$ cat config.mk
export PLATFORM = sky130hd
export DESIGN_NAME = store_data_aligner_flat
export DESIGN_NICKNAME = d
export VERILOG_FILES = /design/src/rtl/store_data_aligner_if.sv /design/src/rtl/store_data_aligner.sv /design/src/flat_wrapper.sv
export SDC_FILE = /design/constraint.sdc
export NUM_CORES = 1
export LEC_CHECK = 0
export CAP_MARGIN = 20
export CELL_PAD_IN_SITES_DETAIL_PLACEMENT = 1
export CELL_PAD_IN_SITES_GLOBAL_PLACEMENT = 1
export CORE_UTILIZATION = 29
export DETAILED_ROUTE_END_ITERATION = 12
export PLACE_DENSITY_LB_ADDON = 0.1
export SETUP_SLACK_MARGIN = 0.15
export SYNTH_ARGS = -nofsm -noshare
export SYNTH_HDL_FRONTEND = slang
export SYNTH_SLANG_ARGS = --single-unit
$ cat constraint.sdc
create_clock -name clk -period 1.4 [get_ports clk]
set_clock_uncertainty 0.1 [all_clocks]
set_input_delay 0.21 -clock clk [delete_from_list [all_inputs] [get_ports clk]]
set_output_delay 0.21 -clock clk [all_outputs]
set_load 0.03 [all_outputs]
$ cat src/rtl/store_data_aligner_if.sv
// -----------------------------------------------------------------------------
// store_data_aligner_if
//
// Bundles the store-request handshake (execute stage -> aligner) and the data
// memory write-beat handshake (aligner -> data memory) into one interface.
//
// Parameters:
//   ADDR_W      byte-address width
//
// Signals:
//   req_valid   store request valid
//   req_ready   aligner can accept a request
//   req_addr    byte address of the store
//   req_wdata   register value to store (rs2)
//   req_size    00=byte, 01=half, 10=word, 11=illegal
//   mem_valid   write beat valid
//   mem_ready   memory accepts the beat
//   mem_addr    word-aligned write address
//   mem_wdata   lane-placed write data
//   mem_be      byte enables, bit i = lane i
//
// Modports:
//   slave   the aligner: consumes requests, produces memory beats
//   master  the surrounding environment: issues requests, sinks beats
// -----------------------------------------------------------------------------
interface store_data_aligner_if #(
    parameter int ADDR_W = 32
);
    logic              req_valid;
    logic              req_ready;
    logic [ADDR_W-1:0] req_addr;
    logic [31:0]       req_wdata;
    logic [1:0]        req_size;

    logic              mem_valid;
    logic              mem_ready;
    logic [ADDR_W-1:0] mem_addr;
    logic [31:0]       mem_wdata;
    logic [3:0]        mem_be;

    modport slave (
        input  req_valid, req_addr, req_wdata, req_size, mem_ready,
        output req_ready, mem_valid, mem_addr, mem_wdata, mem_be
    );

    modport master (
        output req_valid, req_addr, req_wdata, req_size, mem_ready,
        input  req_ready, mem_valid, mem_addr, mem_wdata, mem_be
    );
endinterface

$ cat src/rtl/store_data_aligner.sv
// -----------------------------------------------------------------------------
// store_data_aligner
//
// Narrows a 32-bit register value into SB/SH/SW byte lanes with byte enables,
// word-aligns the address and issues the write to data memory over a
// valid/ready handshake.
//
// Parameters:
//   ADDR_W        byte-address width (mem_addr wraps modulo 2^ADDR_W)
//   DATA_W        data width, only 32 (4 byte lanes) is supported
//
// Ports:
//   clk           clock, all state on the rising edge
//   rst_n         asynchronous active-low reset
//   bus           store_data_aligner_if.slave (request + memory handshakes)
//   misalign_err  one-cycle pulse the cycle after a rejected request
//   busy          high whenever a beat is being presented (state != IDLE)
//
// Optional feature (macro MISALIGN_SPLIT_EN):
//   When defined, a misaligned half/word is split into two beats (the aligned
//   word and the following word) instead of being rejected. Illegal size 11
//   is rejected in both builds.
// -----------------------------------------------------------------------------
module store_data_aligner #(
    parameter int ADDR_W = 32,
    parameter int DATA_W = 32
) (
    input  logic               clk,
    input  logic               rst_n,
    store_data_aligner_if.slave bus,
    output logic               misalign_err,
    output logic               busy
);

`ifdef MISALIGN_SPLIT_EN
    typedef enum logic [1:0] {IDLE = 2'd0, SEND = 2'd1, SEND2 = 2'd2} state_t;
`else
    typedef enum logic [1:0] {IDLE = 2'd0, SEND = 2'd1} state_t;
`endif

    state_t              state_reg, state_next;

    logic [ADDR_W-1:0]   mem_addr_reg;
    logic [DATA_W-1:0]   mem_wdata_reg;
    logic [3:0]          mem_be_reg;
    logic                err_reg;

    logic                req_ready;
    logic                accept;
    logic                reject;
    logic                misaligned;
    logic [1:0]          off;
    logic [ADDR_W-1:0]   word_addr;
    logic [3:0]          size_mask;
    logic [DATA_W-1:0]   repl_data;
    logic [DATA_W-1:0]   lane_data;
    logic [3:0]          lane_be;

    assign req_ready = (state_reg == IDLE);
    assign accept    = bus.req_valid && req_ready;
    assign off       = bus.req_addr[1:0];
    assign word_addr = {bus.req_addr[ADDR_W-1:2], 2'b00};

    assign misaligned = ((bus.req_size == 2'b01) && off[0]) ||
                        ((bus.req_size == 2'b10) && (off != 2'b00));

    always_comb begin
        size_mask = 4'b0000;
        repl_data = bus.req_wdata;
        case (bus.req_size)
            2'b00: begin
                size_mask = 4'b0001;
                repl_data = {4{bus.req_wdata[7:0]}};
            end
            2'b01: begin
                size_mask = 4'b0011;
                repl_data = {2{bus.req_wdata[15:0]}};
            end
            2'b10: begin
                size_mask = 4'b1111;
                repl_data = bus.req_wdata;
            end
            default: begin
                size_mask = 4'b0000;
                repl_data = bus.req_wdata;
            end
        endcase
    end

`ifdef MISALIGN_SPLIT_EN
    // Shifting into a double-width window gives both beats at once: the low
    // half is the first word, whatever spills into the high half is the
    // second word.
    logic [2*DATA_W-1:0] data_wide;
    logic [7:0]          be_wide;
    logic                has_second;
    logic                split_reg;
    logic [ADDR_W-1:0]   pend_addr_reg;
    logic [DATA_W-1:0]   pend_wdata_reg;
    logic [3:0]          pend_be_reg;

    assign data_wide  = {{DATA_W{1'b0}}, bus.req_wdata} << {off, 3'b000};
    assign be_wide    = {4'b0000, size_mask} << off;
    assign has_second = (be_wide[7:4] != 4'b0000);
    assign reject     = (bus.req_size == 2'b11);
    assign lane_be    = be_wide[3:0];
    // Aligned requests keep the replicated form so unused lanes are defined.
    assign lane_data  = misaligned ? data_wide[DATA_W-1:0] : repl_data;
`else
    assign reject     = (bus.req_size == 2'b11) || misaligned;
    assign lane_be    = size_mask << off;
    assign lane_data  = repl_data;
`endif

    // State register
    always_ff @(posedge clk or negedge rst_n) begin
        if (!rst_n) begin
            state_reg <= IDLE;
        end else begin
            state_reg <= state_next;
        end
    end

    // Next-state logic
    always_comb begin
        state_next = state_reg;
        case (state_reg)
            IDLE: begin
                if (accept && !reject) begin
                    state_next = SEND;
                end
            end
            SEND: begin
                if (bus.mem_ready) begin
`ifdef MISALIGN_SPLIT_EN
                    state_next = split_reg ? SEND2 : IDLE;
`else
                    state_next = IDLE;
`endif
                end
            end
`ifdef MISALIGN_SPLIT_EN
            SEND2: begin
                if (bus.mem_ready) begin
                    state_next = IDLE;
                end
            end
`endif
            default: state_next = IDLE;
        endcase
    end

    // Beat registers: loaded on accept, and (split build) reloaded with the
    // second beat when the first one is taken.
    always_ff @(posedge clk or negedge rst_n) begin
        if (!rst_n) begin
            mem_addr_reg   <= '0;
            mem_wdata_reg  <= '0;
            mem_be_reg     <= 4'b0000;
            err_reg        <= 1'b0;
`ifdef MISALIGN_SPLIT_EN
            split_reg      <= 1'b0;
            pend_addr_reg  <= '0;
            pend_wdata_reg <= '0;
            pend_be_reg    <= 4'b0000;
`endif
        end else begin
            err_reg <= accept && reject;
            if (accept && !reject) begin
                mem_addr_reg  <= word_addr;
                mem_wdata_reg <= lane_data;
                mem_be_reg    <= lane_be;
`ifdef MISALIGN_SPLIT_EN
                split_reg      <= has_second;
                pend_addr_reg  <= word_addr + ADDR_W'(4);
                pend_wdata_reg <= data_wide[2*DATA_W-1:DATA_W];
                pend_be_reg    <= be_wide[7:4];
`endif
            end
`ifdef MISALIGN_SPLIT_EN
            else if ((state_reg == SEND) && bus.mem_ready && split_reg) begin
                mem_addr_reg  <= pend_addr_reg;
                mem_wdata_reg <= pend_wdata_reg;
                mem_be_reg    <= pend_be_reg;
                split_reg     <= 1'b0;
            end
`endif
        end
    end

    assign bus.req_ready = req_ready;
    assign bus.mem_valid = (state_reg != IDLE);
    assign bus.mem_addr  = mem_addr_reg;
    assign bus.mem_wdata = mem_wdata_reg;
    assign bus.mem_be    = mem_be_reg;
    assign misalign_err  = err_reg;
    assign busy          = (state_reg != IDLE);

endmodule

$ cat src/flat_wrapper.sv
// flat-port wrapper written by rule: the top's interface ports become plain ports
module store_data_aligner_flat 
#(
    parameter int ADDR_W = 32,
    parameter int DATA_W = 32
)
  (clk, rst_n, misalign_err, busy, bus_req_valid, bus_req_addr, bus_req_wdata, bus_req_size, bus_mem_ready, bus_req_ready, bus_mem_valid, bus_mem_addr, bus_mem_wdata, bus_mem_be);
  store_data_aligner_if #(.ADDR_W(ADDR_W)) bus_i ();
  input  logic clk;
  input  logic rst_n;
  output logic misalign_err;
  output logic busy;
  input wire logic [$bits(bus_i.req_valid)-1:0] bus_req_valid;
  input wire logic [$bits(bus_i.req_addr)-1:0] bus_req_addr;
  input wire logic [$bits(bus_i.req_wdata)-1:0] bus_req_wdata;
  input wire logic [$bits(bus_i.req_size)-1:0] bus_req_size;
  input wire logic [$bits(bus_i.mem_ready)-1:0] bus_mem_ready;
  output wire logic [$bits(bus_i.req_ready)-1:0] bus_req_ready;
  output wire logic [$bits(bus_i.mem_valid)-1:0] bus_mem_valid;
  output wire logic [$bits(bus_i.mem_addr)-1:0] bus_mem_addr;
  output wire logic [$bits(bus_i.mem_wdata)-1:0] bus_mem_wdata;
  output wire logic [$bits(bus_i.mem_be)-1:0] bus_mem_be;
  assign bus_i.req_valid = bus_req_valid;
  assign bus_i.req_addr = bus_req_addr;
  assign bus_i.req_wdata = bus_req_wdata;
  assign bus_i.req_size = bus_req_size;
  assign bus_i.mem_ready = bus_mem_ready;
  assign bus_req_ready = bus_i.req_ready;
  assign bus_mem_valid = bus_i.mem_valid;
  assign bus_mem_addr = bus_i.mem_addr;
  assign bus_mem_wdata = bus_i.mem_wdata;
  assign bus_mem_be = bus_i.mem_be;
  store_data_aligner #(.ADDR_W(ADDR_W), .DATA_W(DATA_W)) u_core (.clk(clk), .rst_n(rst_n), .bus(bus_i), .misalign_err(misalign_err), .busy(busy));
endmodule
After elaboration in Yosys (flattened, before gate mapping)
Index checks and enable logic that the tools add are counted.

Output and inout bits: 72. Input port bits: 70. Register bits after elaboration: 69.

Eq/ne operators: 6. Multiplexer cells: 5. Reductions and logical operators: 13. Shift-type cells: 1.

Operators with widths (number): 32-bit one-hot mux with 2 select lines (1); 4-bit one-hot mux with 3 select lines (1); 1-bit logical AND (5); 2-bit by 1-bit == test with 1-bit output, second input constant (2); 2-bit == test, second input constant (2); 2-bit zero test (2); 2-bit 2-to-1 mux (2); 2-bit inequality test, second input constant (2); 2-bit one-hot mux with 2 select lines (1); 2-bit nonzero test (2); 4-bit by 2-bit << shifter with 4-bit output (1); 1-bit logical OR (2); 2-bit AND reduction (1); 1-bit zero test (1).

Logic depth before layout (Yosys ltp)
Gate-level depths: netlist (run 1).

Depth after elaboration: 8. Mapped depth: 9. Depth with buffers taken out: 6.

Worst setup path after synthesis (run 1)
No wires, ideal clock.

Path type: input to register. Start point: input port bus_req_size[1]. End point: register u_core.mem_addr_reg[10] (netlist: u_core.bus.mem_addr[10]). Buffers on the path: 3. Data arrival time: 1733 ps. Data required time: 1175 ps. Stages on the path: 8. Slack: -558 ps. Cell sequence: clkbuf_1 -> inv_1 -> ha_1 -> a21oi_1 -> o21ai_2 -> buf_6 -> buf_12 -> mux2_4.

Longest elaborated chain between the ends: 6. Elaborated cells between the ends (all ways): 9. Classes of those cells: eq/ne: 3; reduce/logical: 6.

RTL lines: from (decl) (RTL line flat_wrapper.sv:16) `input wire logic [$bits(bus_i.req_size)-1:0] bus_req_size;`; 2-bit by 1-bit == test with 1-bit output / 2-bit == test (equally long branches) (RTL line store_data_aligner.sv:64, store_data_aligner.sv:65); 1-bit logical AND, on equally long branches (RTL line store_data_aligner.sv:64, store_data_aligner.sv:65); 1-bit logical OR (RTL line store_data_aligner.sv:64) `assign misaligned = ((bus.req_size == 2'b01) && off[0]) ||`; 1-bit logical OR (*) (RTL line store_data_aligner.sv:110) `assign reject = (bus.req_size == 2'b11) || misaligned;`; 1-bit zero test (*) (RTL line store_data_aligner.sv:169) `if (accept && !reject) begin`; 1-bit logical AND (*) (RTL line store_data_aligner.sv:169); to (signal assigned) (RTL line store_data_aligner.sv:170) `mem_addr_reg <= word_addr;`; to (decl) (RTL line store_data_aligner.sv:43) `logic [ADDR_W-1:0] mem_addr_reg;`.

Mark *: on every way between the ends. The rest lies on a longest branch, timed or not. A chain may end at the register's enable or synchronous reset.

Final worst setup path (run 1)
Start point: register u_core.state_reg[0]. End point: output port bus_req_ready.

Longest elaborated chain between the ends: 1.

RTL lines: from (decl) (RTL line store_data_aligner.sv:41) `state_t state_reg, state_next;`; from (signal assigned) (RTL line store_data_aligner.sv:120) `state_reg <= state_next;`; 2-bit zero test (RTL line store_data_aligner.sv:59) `assign req_ready = (state_reg == IDLE);`; to (decl) (RTL line flat_wrapper.sv:18) `output wire logic [$bits(bus_i.req_ready)-1:0] bus_req_ready;`.

Every way passes these cells.

==> flow_summary.ini, run 1 <==
[logic_synthesis]
synth_top_family_by_area = multiplexers
synth_async_sr_flop_share = 1.000
synth_compound_area_frac = 0.1154
synthSimpleGateAreaFrac = 0.05272
yosys-top-cells-area = dfrtp_1, mux2_4, o21ai_0
ys_types = 30
synth_top_area_share = 0.5431
synth_fa_ha_area_frac = 0.01997
synthMuxAreaShare = 0.2089
netlist_area_um2 = 3133
synthCells = 239
synth_flop_cell = dfrtp_1
ys_ff_latch = 68
synth-edff-count = 0
syn_avg_cell_area_um2 = 13.11
synthXorXnorAreaFrac = 0
synth-seq-area-share = 0.5431
yosysTopAreaCell = dfrtp_1
synth_warnings = 0

[setup_path]
crit_fanout = 3
cp_slowest_cell = dfrtp_2
slowest_delay_ns = 0.42
end_kind = output port
arrival_ns = 1.32
reg2reg_from = u_core.state_reg[0]
crit_type = flip-flop to output port
endpoint = bus_req_ready
worstPathCellList = buf_4 -> buf_4 -> buf_6 -> inv_4 -> buf_6
cp-start-kind = flip-flop
r2r-end = u_core.bus.mem_addr[21]
worst-r2r-setup-slack_ns = -0.22
required_ns = 1.09
reg2reg_depth = 5
crit_path_start = u_core.state_reg[0]

[die]
rows = 37
die_h_um = 105.9
die_w_um = 105.9
initial_core_util = 0.3008
num_io_pins = 142
core_um2 = 10420
die_area_um2 = 11220

[global_routing]
grtUsageTotal = 0.1706
antenna_found_initial = 0
grt_pass1_vias = 2604
grt_overflow_total = 0
grt_pass1_wl_um = 14460
grt_max_degree = 40

[outcome]
status = finished with violations
failed_checks = negative setup slack

[finish]
diodes = 0
fin_area_um2 = 5574
area_delta_synth_final_pct = 77.92
drive_gt1_frac = 0.5135
largest_reg_flops = 32
nets = 516

[pwr]
p_comb_frac = 0.465
power.density_nw_per_um2 = 1566
switching_share = 0.3578
clock_power_share = 0.208
p_sw_mw = 3.123
vdd_drop_max_mv = 0.5998
pwr-share-seq = 0.327
p_leak_nw = 2.717
power.internal_mw = 5.607

[drt]
antenna_left = 0
vias_per_cell = 4.493
via_count = 2615
drt-initial-drc-count = 72
drc = 0
routed_wl_um = 9879
wl_per_cell_um = 16.97
firstDrtPassIters = 4

[clocking]
clkSinkCount = 68
clockRootBuffer = clkbuf_8
cts_tree = yes
clk_pin_slew_ns = 0.08
clockBufferDepth = 2
cts_made_buffers = 9
insertion_delay_ns = 0.35
h-tree-depth = 3

[timing]
worst_slack_ns = -0.2262
min_period_ns = 1.626
period_share = 1.162
maxSlewViolCount = 0
setup_viol = 70
max_freq_mhz = 614.9
rsz0062_at_grt = true
hold_violations = 0

[place]
hpwl_um = 6470
pre_cts_ws_ns = -0.8685
finalWeightedCongestion = 0.7693
post_dp_cell_area_um2 = 4872
io_buffers = 139

[worst_hold_path]
holdCritPathClass = input port to asynchronous set/reset pin

[job]
cap_violations = 0
==> worst max-delay path: cells and delay by family (launching register included) <==
family                 cells  cell delay [ns]
buffers and inverters      5             0.55
DFF                        1             0.42
==> power groups by stage <==
stage	clock [mW]	combinational (mW)	sequential, mW
after global placement	0	3.60	2.84
final	1.82	4.06	2.85
after CTS	1.86	3.46	2.83
after global routing	1.96	4.27	2.91
after floorplan	0	0.895	3.86
after detailed placement	0	3.63	2.86
==> cell families after synthesis <==
group	after synthesis
flip-flops	68
AO/OA/AOI/OAI	58
multiplexers	47
AND/OR/NAND/NOR	37
buffers and inverters	23
adder cells (fa/ha/maj)	5
other	1
==> layout by cell type, fill, tap and decap left out, types with 8 or more instances in the layout <==
| cell type | count |
|---|---|
| buf_4 | 73 |
| dfrtp_1 | 67 |
| clkdlybuf4s50_1 | 65 |
| mux2_4 | 36 |
| buf_6 | 24 |
| buf_2 | 19 |
| o21ai_1 | 14 |
| buf_12 | 14 |
| nand2_1 | 13 |
| nand2_2 | 11 |
| a21oi_1 | 10 |
| clkbuf_8 | 10 |
| a22oi_1 | 8 |
| mux2i_1 | 8 |
| a22o_1 | 8 |
| o21ai_2 | 8 |
==> synthesized netlist by cell type, types with 2 or more instances <==
| cell type | instances |
|---|---|
| dfrtp_1 | 68 |
| mux2_4 | 36 |
| nand2_1 | 27 |
| o21ai_0 | 26 |
| a21oi_1 | 11 |
| a22o_1 | 8 |
| a22oi_1 | 8 |
| mux2i_1 | 8 |
| buf_4 | 6 |
| ha_1 | 5 |
| buf_12 | 4 |
| clkbuf_1 | 4 |
| inv_1 | 4 |
| mux2_2 | 3 |
| nor2_1 | 3 |
| buf_1 | 2 |
| buf_2 | 2 |
| nor3b_1 | 2 |
==> metal layers <==
metal	up-vias	track usage	share of wire
li1	1236	-	-
met2	93	0.2610	0.47
met3	12	0.05089	0.065
met5	-	0	0
met1	1274	0.2314	0.46
met4	0	0.05357	0.013
==> area by class of cell <==
cell class	instances	area (um2)
Clock buffer	12	145.1
Clock inverter	4	72.57
Fill cell	1076	4842
Inverter	4	22.52
Multi-Input combinational cell	149	1369
Sequential cell	68	1703
Tap cell	136	170.2
Timing Repair Buffer	209	2092
==> repair_timing <==
item                                    CTS  global route
hold endpoints to repair                 68             0
buffers inserted                          8            27
gates cloned                              2             4
hold buffers                              1             0
gates resized for setup                 343           101
endpoints found under the setup margin  129           116
pin swaps                                 8             9
==> worst min path at each step <==
stage          startpoint                 endpoint  slack, ns  cells after the start
2_1_floorplan       rst_n  u_core.bus.mem_addr[10]      -0.19                      0
3_3_place_gp        rst_n  u_core.bus.mem_addr[14]       0.01                      1
3_5_place_dp        rst_n  u_core.bus.mem_addr[14]       0.01                      1
4_1_cts             rst_n  u_core.bus.mem_addr[14]       0.19                      2
5_1_grt             rst_n  u_core.bus.mem_addr[27]       0.23                      2
6_report            rst_n  u_core.bus.mem_addr[14]       0.21                      2
==> through the flow <==
| step | total power [mW] | setup TNS (ns) | utilization | hold slack [ns] | std cells |
|---|---|---|---|---|---|
| after global placement | 6.437 | -50.49 | 0.4677 | 0.01079 | 524 |
| after floorplan | 4.757 | -8.669 | - | -0.1856 | 240 |
| after detailed placement | 6.484 | -53.82 | 0.4677 | 0.009522 | 524 |
| final | 8.730 | -10.89 | 0.5351 | 0.2075 | 582 |
| after CTS | 8.150 | -10.67 | 0.4871 | 0.1889 | 551 |
| after global routing | 9.136 | -15.52 | 0.5351 | 0.2326 | 582 |
No activity file was read; power rests on OpenSTA's default activity.
==> inputs of run 2 (changes only) <==
--- a/config.mk
+++ b/config.mk
@@ -10,6 +10,7 @@
 export CELL_PAD_IN_SITES_GLOBAL_PLACEMENT = 1
 export CORE_UTILIZATION = 29
 export DETAILED_ROUTE_END_ITERATION = 12
+export MAX_ROUTING_LAYER = met4
 export PLACE_DENSITY_LB_ADDON = 0.1
 export SETUP_SLACK_MARGIN = 0.15
 export SYNTH_ARGS = -nofsm -noshare
==> flow_summary.ini, run 2 (synthesis gave the netlist of run 1 again) <==
[setup_path]
cp_slowest_cell = dfrtp_2
crit_buf_inv = 5
required_ns = 1.09
crit_fanout = 3
reg2reg_from = u_core.state_reg[0]
slowest_delay_ns = 0.42
worstPathCellList = buf_4 -> buf_4 -> buf_6 -> inv_4 -> buf_6
crit_type = flip-flop to output port
arrival_ns = 1.32
cp-start-kind = flip-flop
reg2reg_depth = 5
worst-r2r-setup-slack_ns = -0.22
end_kind = output port
cp_top_family = buffers and inverters
r2r-end = u_core.bus.mem_addr[24]

[place]
post_dp_cell_area_um2 = 4872
hpwl_um = 6470
finalWeightedCongestion = 0.7797
io_buffers = 139
dp_cells = 524
pre_cts_ws_ns = -0.8685

[timing]
tns_ns = -10.92
period_share = 1.162
maxSlewViolCount = 0
hold_violations = 0
max_freq_mhz = 614.5
min_period_ns = 1.627
whs_ns = 0.2059
setup_viol = 70
rsz0062_at_grt = true
worst_slack_ns = -0.2273

[drt]
via_count = 2608
drc = 0
wl_per_cell_um = 16.97
firstDrtPassIters = 4
vias_per_cell = 4.481
routed_wl_um = 9874
drt-initial-drc-count = 92
antenna_left = 0

[clocking]
clk_pin_slew_ns = 0.08
clkSinkCount = 68
clockRootBuffer = clkbuf_8
h-tree-depth = 3
cts_tree = yes
clockBufferDepth = 2
insertion_delay_ns = 0.35
cts_made_buffers = 9

[finish]
num-fill-cells = 1076
final_core_util = 0.5351
layout_commonest_cell = buf_4
seqCellArea_um2 = 1703
layout.cells.non_filler = 582
area_delta_synth_final_pct = 77.92
diodes = 0
fin_area_um2 = 5574
drive_gt1_frac = 0.5135
largest_reg_flops = 32
layout_common_cells = buf_4, dfrtp_1, clkdlybuf4s50_1
nets = 516
multi_input_area_um2 = 1369

[global_routing]
grt_use_met2 = 0.2614
grt_pass1_wl_um = 14460
grtUsageMet3 = 0.05089
grt_overflow_total = 0
use_met1 = 0.2310
grt_max_degree = 40
antenna_found_initial = 0
grt_pass1_vias = 2598
grt_busiest_layer = met2
grtUsageTotal = 0.1755

[outcome]
status = finished with violations
failed_checks = negative setup slack

[die]
rows = 37
initial_core_util = 0.3008
num_io_pins = 142
core_um2 = 10420
die_h_um = 105.9
die_w_um = 105.9
die_area_um2 = 11220

[worst_hold_path]
holdCritPathClass = input port to asynchronous set/reset pin

[job]
cap_violations = 0

[pwr]
power.density_nw_per_um2 = 1566
p_total_mw = 8.729
vdd_drop_max_mv = 0.5997
p_leak_nw = 2.717
run 2: power by group:
part	switching, mW	total (mW)	internal [mW]
combinational	1.99	4.06	2.06
clock	0.767	1.82	1.05
sequential	0.361	2.85	2.49
run 2: repair_timing:
item | 4_1_cts | 5_1_grt
pin swaps | 8 | 9
setup buffers | 8 | 27
setup endpoints to repair | 129 | 116
hold endpoints to repair | 68 | 0
cloned | 2 | 4
gates resized for setup | 343 | 101
hold buffers | 1 | 0
run 2: cell type report:
type / count / share of cell area
tap: 136 / 0.03053
timing repair buffer: 209 / 0.3753
clock buffer: 12 / 0.02604
clock inverter: 4 / 0.01302
inverter: 4 / 0.004040
sequential: 68 / 0.3055
multi-input combinational: 149 / 0.2456
run 2: routing by layer:
metal | part of all wire | up-vias
met2 | 0.47 | 89
met1 | 0.45 | 1271
met5 | 0 | -
met4 | 0.014 | 0
li1 | - | 1236
met3 | 0.064 | 12
run 2: how the worst max path moves through the flow:
| stage | startpoint | endpoint | slack (ns) | cells after the start |
|---|---|---|---|---|
| 3_5_place_dp | bus_req_size[1] | u_core.bus.mem_addr[2] | -0.87 | 6 |
| 6_report | u_core.state_reg[0] | bus_req_ready | -0.23 | 5 |
| 5_1_grt | u_core.state_reg[0] | u_core.bus.mem_addr[18] | -0.28 | 5 |
| 3_3_place_gp | bus_req_size[1] | u_core.bus.mem_addr[2] | -0.81 | 6 |
| 2_1_floorplan | bus_req_size[1] | u_core.bus.mem_addr[10] | -0.20 | 8 |
| 4_1_cts | u_core.state_reg[0] | u_core.bus.mem_wdata[4] | -0.22 | 5 |
run 2: worst reg2reg max path: stages, from the launching register on:
cell,delay [ns]
dfrtp_2,0.42
nor3b_4,0.23
o21ai_4,0.12
buf_12,0.17
buf_12,0.15
mux2_4,0.31
==> inputs of run 3 (changes only) <==
--- a/config.mk
+++ b/config.mk
@@ -5,14 +5,15 @@
 export SDC_FILE = /design/constraint.sdc
 export NUM_CORES = 1
 export LEC_CHECK = 0
+export ABC_AREA = 1
 export CAP_MARGIN = 20
 export CELL_PAD_IN_SITES_DETAIL_PLACEMENT = 1
 export CELL_PAD_IN_SITES_GLOBAL_PLACEMENT = 1
-export CORE_UTILIZATION = 29
+export CORE_UTILIZATION = 26
 export DETAILED_ROUTE_END_ITERATION = 12
 export MAX_ROUTING_LAYER = met4
 export PLACE_DENSITY_LB_ADDON = 0.1
-export SETUP_SLACK_MARGIN = 0.15
+export SETUP_SLACK_MARGIN = 0.05
 export SYNTH_ARGS = -nofsm -noshare
 export SYNTH_HDL_FRONTEND = slang
 export SYNTH_SLANG_ARGS = --single-unit
==> flow_summary.ini, run 3 <==
[outcome]
status = finished with violations
failed_checks = design-rule violations

[setup_path]
cp-start-kind = flip-flop
cp_top_family = flip-flops
crit_path_start = u_core.bus.mem_addr[24]
crit_type = flip-flop to output port
cp_slowest_cell = dfrtp_1
r2r-end = u_core.bus.mem_wdata[31]
crit_buf_inv = 1
arrival_ns = 1.00
slowest_delay_ns = 0.38
worst-r2r-setup-slack_ns = 0.09
endpoint = bus_mem_addr[24]
reg2reg_from = u_core.state_reg[0]
worstPathCellList = clkdlybuf4s15_2
required_ns = 1.09
cp.depth = 1
reg2reg_depth = 6
end_kind = output port
crit_fanout = 2

[logic_synthesis]
synthCells = 407
netlist_area_um2 = 3141
netlist_top_cells_count = nand2_1, dfrtp_1, inv_1
synth_warnings = 0
yosys-top-cells-area = dfrtp_1, nand2_1, inv_1
synth_async_sr_flop_share = 1.000
ys_ff_latch = 68
synth-seq-area-share = 0.5418
synth.most_common_cell = nand2_1
synth-edff-count = 0
synth_flop_cell = dfrtp_1
yosysTopAreaCell = dfrtp_1
synth_top_area_share = 0.5418
ys_types = 18
syn_avg_cell_area_um2 = 7.716

[place]
hpwl_um = 7680
io_buffers = 139
dp_cells = 698
finalWeightedCongestion = 0.7400

[finish]
nets = 651
final_core_util = 0.4693
area_delta_synth_final_pct = 73.55
largest_reg_flops = 32
layout.cells.non_filler = 722
layout_commonest_cell = nand2_1
diodes = 0
layout_common_cells = nand2_1, dfrtp_1, clkdlybuf4s50_1
drive_gt1_frac = 0.2504

[global_routing]
antenna_found_initial = 0
grtUsageTotal = 0.1911
grt_pass1_vias = 3448
grt_max_degree = 36
grt_pass1_wl_um = 17530
grt_overflow_total = 0

[drt]
drt-initial-drc-count = 103
antenna_left = 0
firstDrtPassIters = 8
drc = 11
via_count = 3145
routed_wl_um = 10930
vias_per_cell = 4.356
wl_per_cell_um = 15.14

[die]
num_io_pins = 142
die_area_um2 = 12520
die_h_um = 111.9
initial_core_util = 0.2704
rows = 39
core_um2 = 11610
die_w_um = 111.9

[pwr]
power.density_nw_per_um2 = 1485
p_total_mw = 8.091
p_leak_nw = 2.814
vdd_drop_max_mv = 0.5161

[timing]
hold_violations = 0
min_period_ns = 1.314
max_freq_mhz = 761.1
rsz0062_at_grt = true
tns_ns = 0
maxSlewViolCount = 0
setup_viol = 0
period_share = 0.9385

[job]
cap_violations = 0

[worst_hold_path]
holdCritPathClass = input port to asynchronous set/reset pin

[clocking]
clkSinkCount = 68
insertion_delay_ns = 0.33
clockBufferDepth = 2
cts_made_buffers = 9
h-tree-depth = 3
clk_pin_slew_ns = 0.05
clockRootBuffer = clkbuf_16
cts_tree = yes
==> run 3: per-stage QoR <==
stage	area, um2	worst slack, ns	hold slack (ns)
5_1_grt	5450	0.03646	0.1808
2_1_floorplan	3208	-0.01022	-0.1856
4_1_cts	5464	0.01900	0.1674
6_report	5450	0.08606	0.1761
3_5_place_dp	4975	-0.6097	-0.02114
3_3_place_gp	4975	-0.5793	-0.02103
==> run 3: kinds of logic (layout without fill, tap and decap cells) <==
kind of cell / Yosys count / after routing / synth area share
AOI/OAI and AO/OA: 17 / 17 / 0.03068
buffers and inverters: 43 / 214 / 0.07569
adders and majority gates: 5 / 5 / 0.01992
other: 1 / 2 / 0.001194
and+or+nand+nor: 273 / 273 / 0.3307
DFF: 68 / 68 / 0.5418
==> run 3: worst min path at each step <==
stage | start | endpoint | slack (ns)
final | rst_n | u_core.bus.mem_addr[20] | 0.18
after CTS | rst_n | u_core.bus.mem_addr[20] | 0.17
after global placement | rst_n | u_core.bus.mem_addr[20] | -0.02
after floorplan | rst_n | u_core.bus.mem_addr[10] | -0.19
after detailed placement | rst_n | u_core.bus.mem_addr[20] | -0.02
after global routing | rst_n | u_core.bus.mem_addr[20] | 0.18
==> run 3: metal layers <==
metal	global-route usage	vias to the layer above	wire length [um]
met5	-	-	0
met3	0.04627	15	771
met2	0.3106	97	5217
met4	0.08559	0	229
li1	-	1549	-
met1	0.2238	1484	4711
==> run 3: layout make-up <==
type,instances,area (um2)
Clock inverter,3,15.01
Sequential cell,68,1703
Timing Repair Buffer,178,1939
Inverter,22,97.59
Fill cell,1394,6163
Tap cell,143,178.9
Multi-Input combinational cell,297,1274
Clock buffer,11,242.7
==> run 3: timing repair <==
action,in CTS,in global routing
setup buffers,6,0
gates cloned,3,1
gates resized for setup,197,17
hold buffers,1,0
setup endpoints to repair,122,65
pin swaps,9,5
hold endpoints to repair,68,0
==> run 3: report_power, final <==
group | internal, mW | switching (mW)
Combinational | 1.39 | 1.90
Sequential | 2.46 | 0.313
Clock | 1.22 | 0.816
Total | 5.06 | 3.03
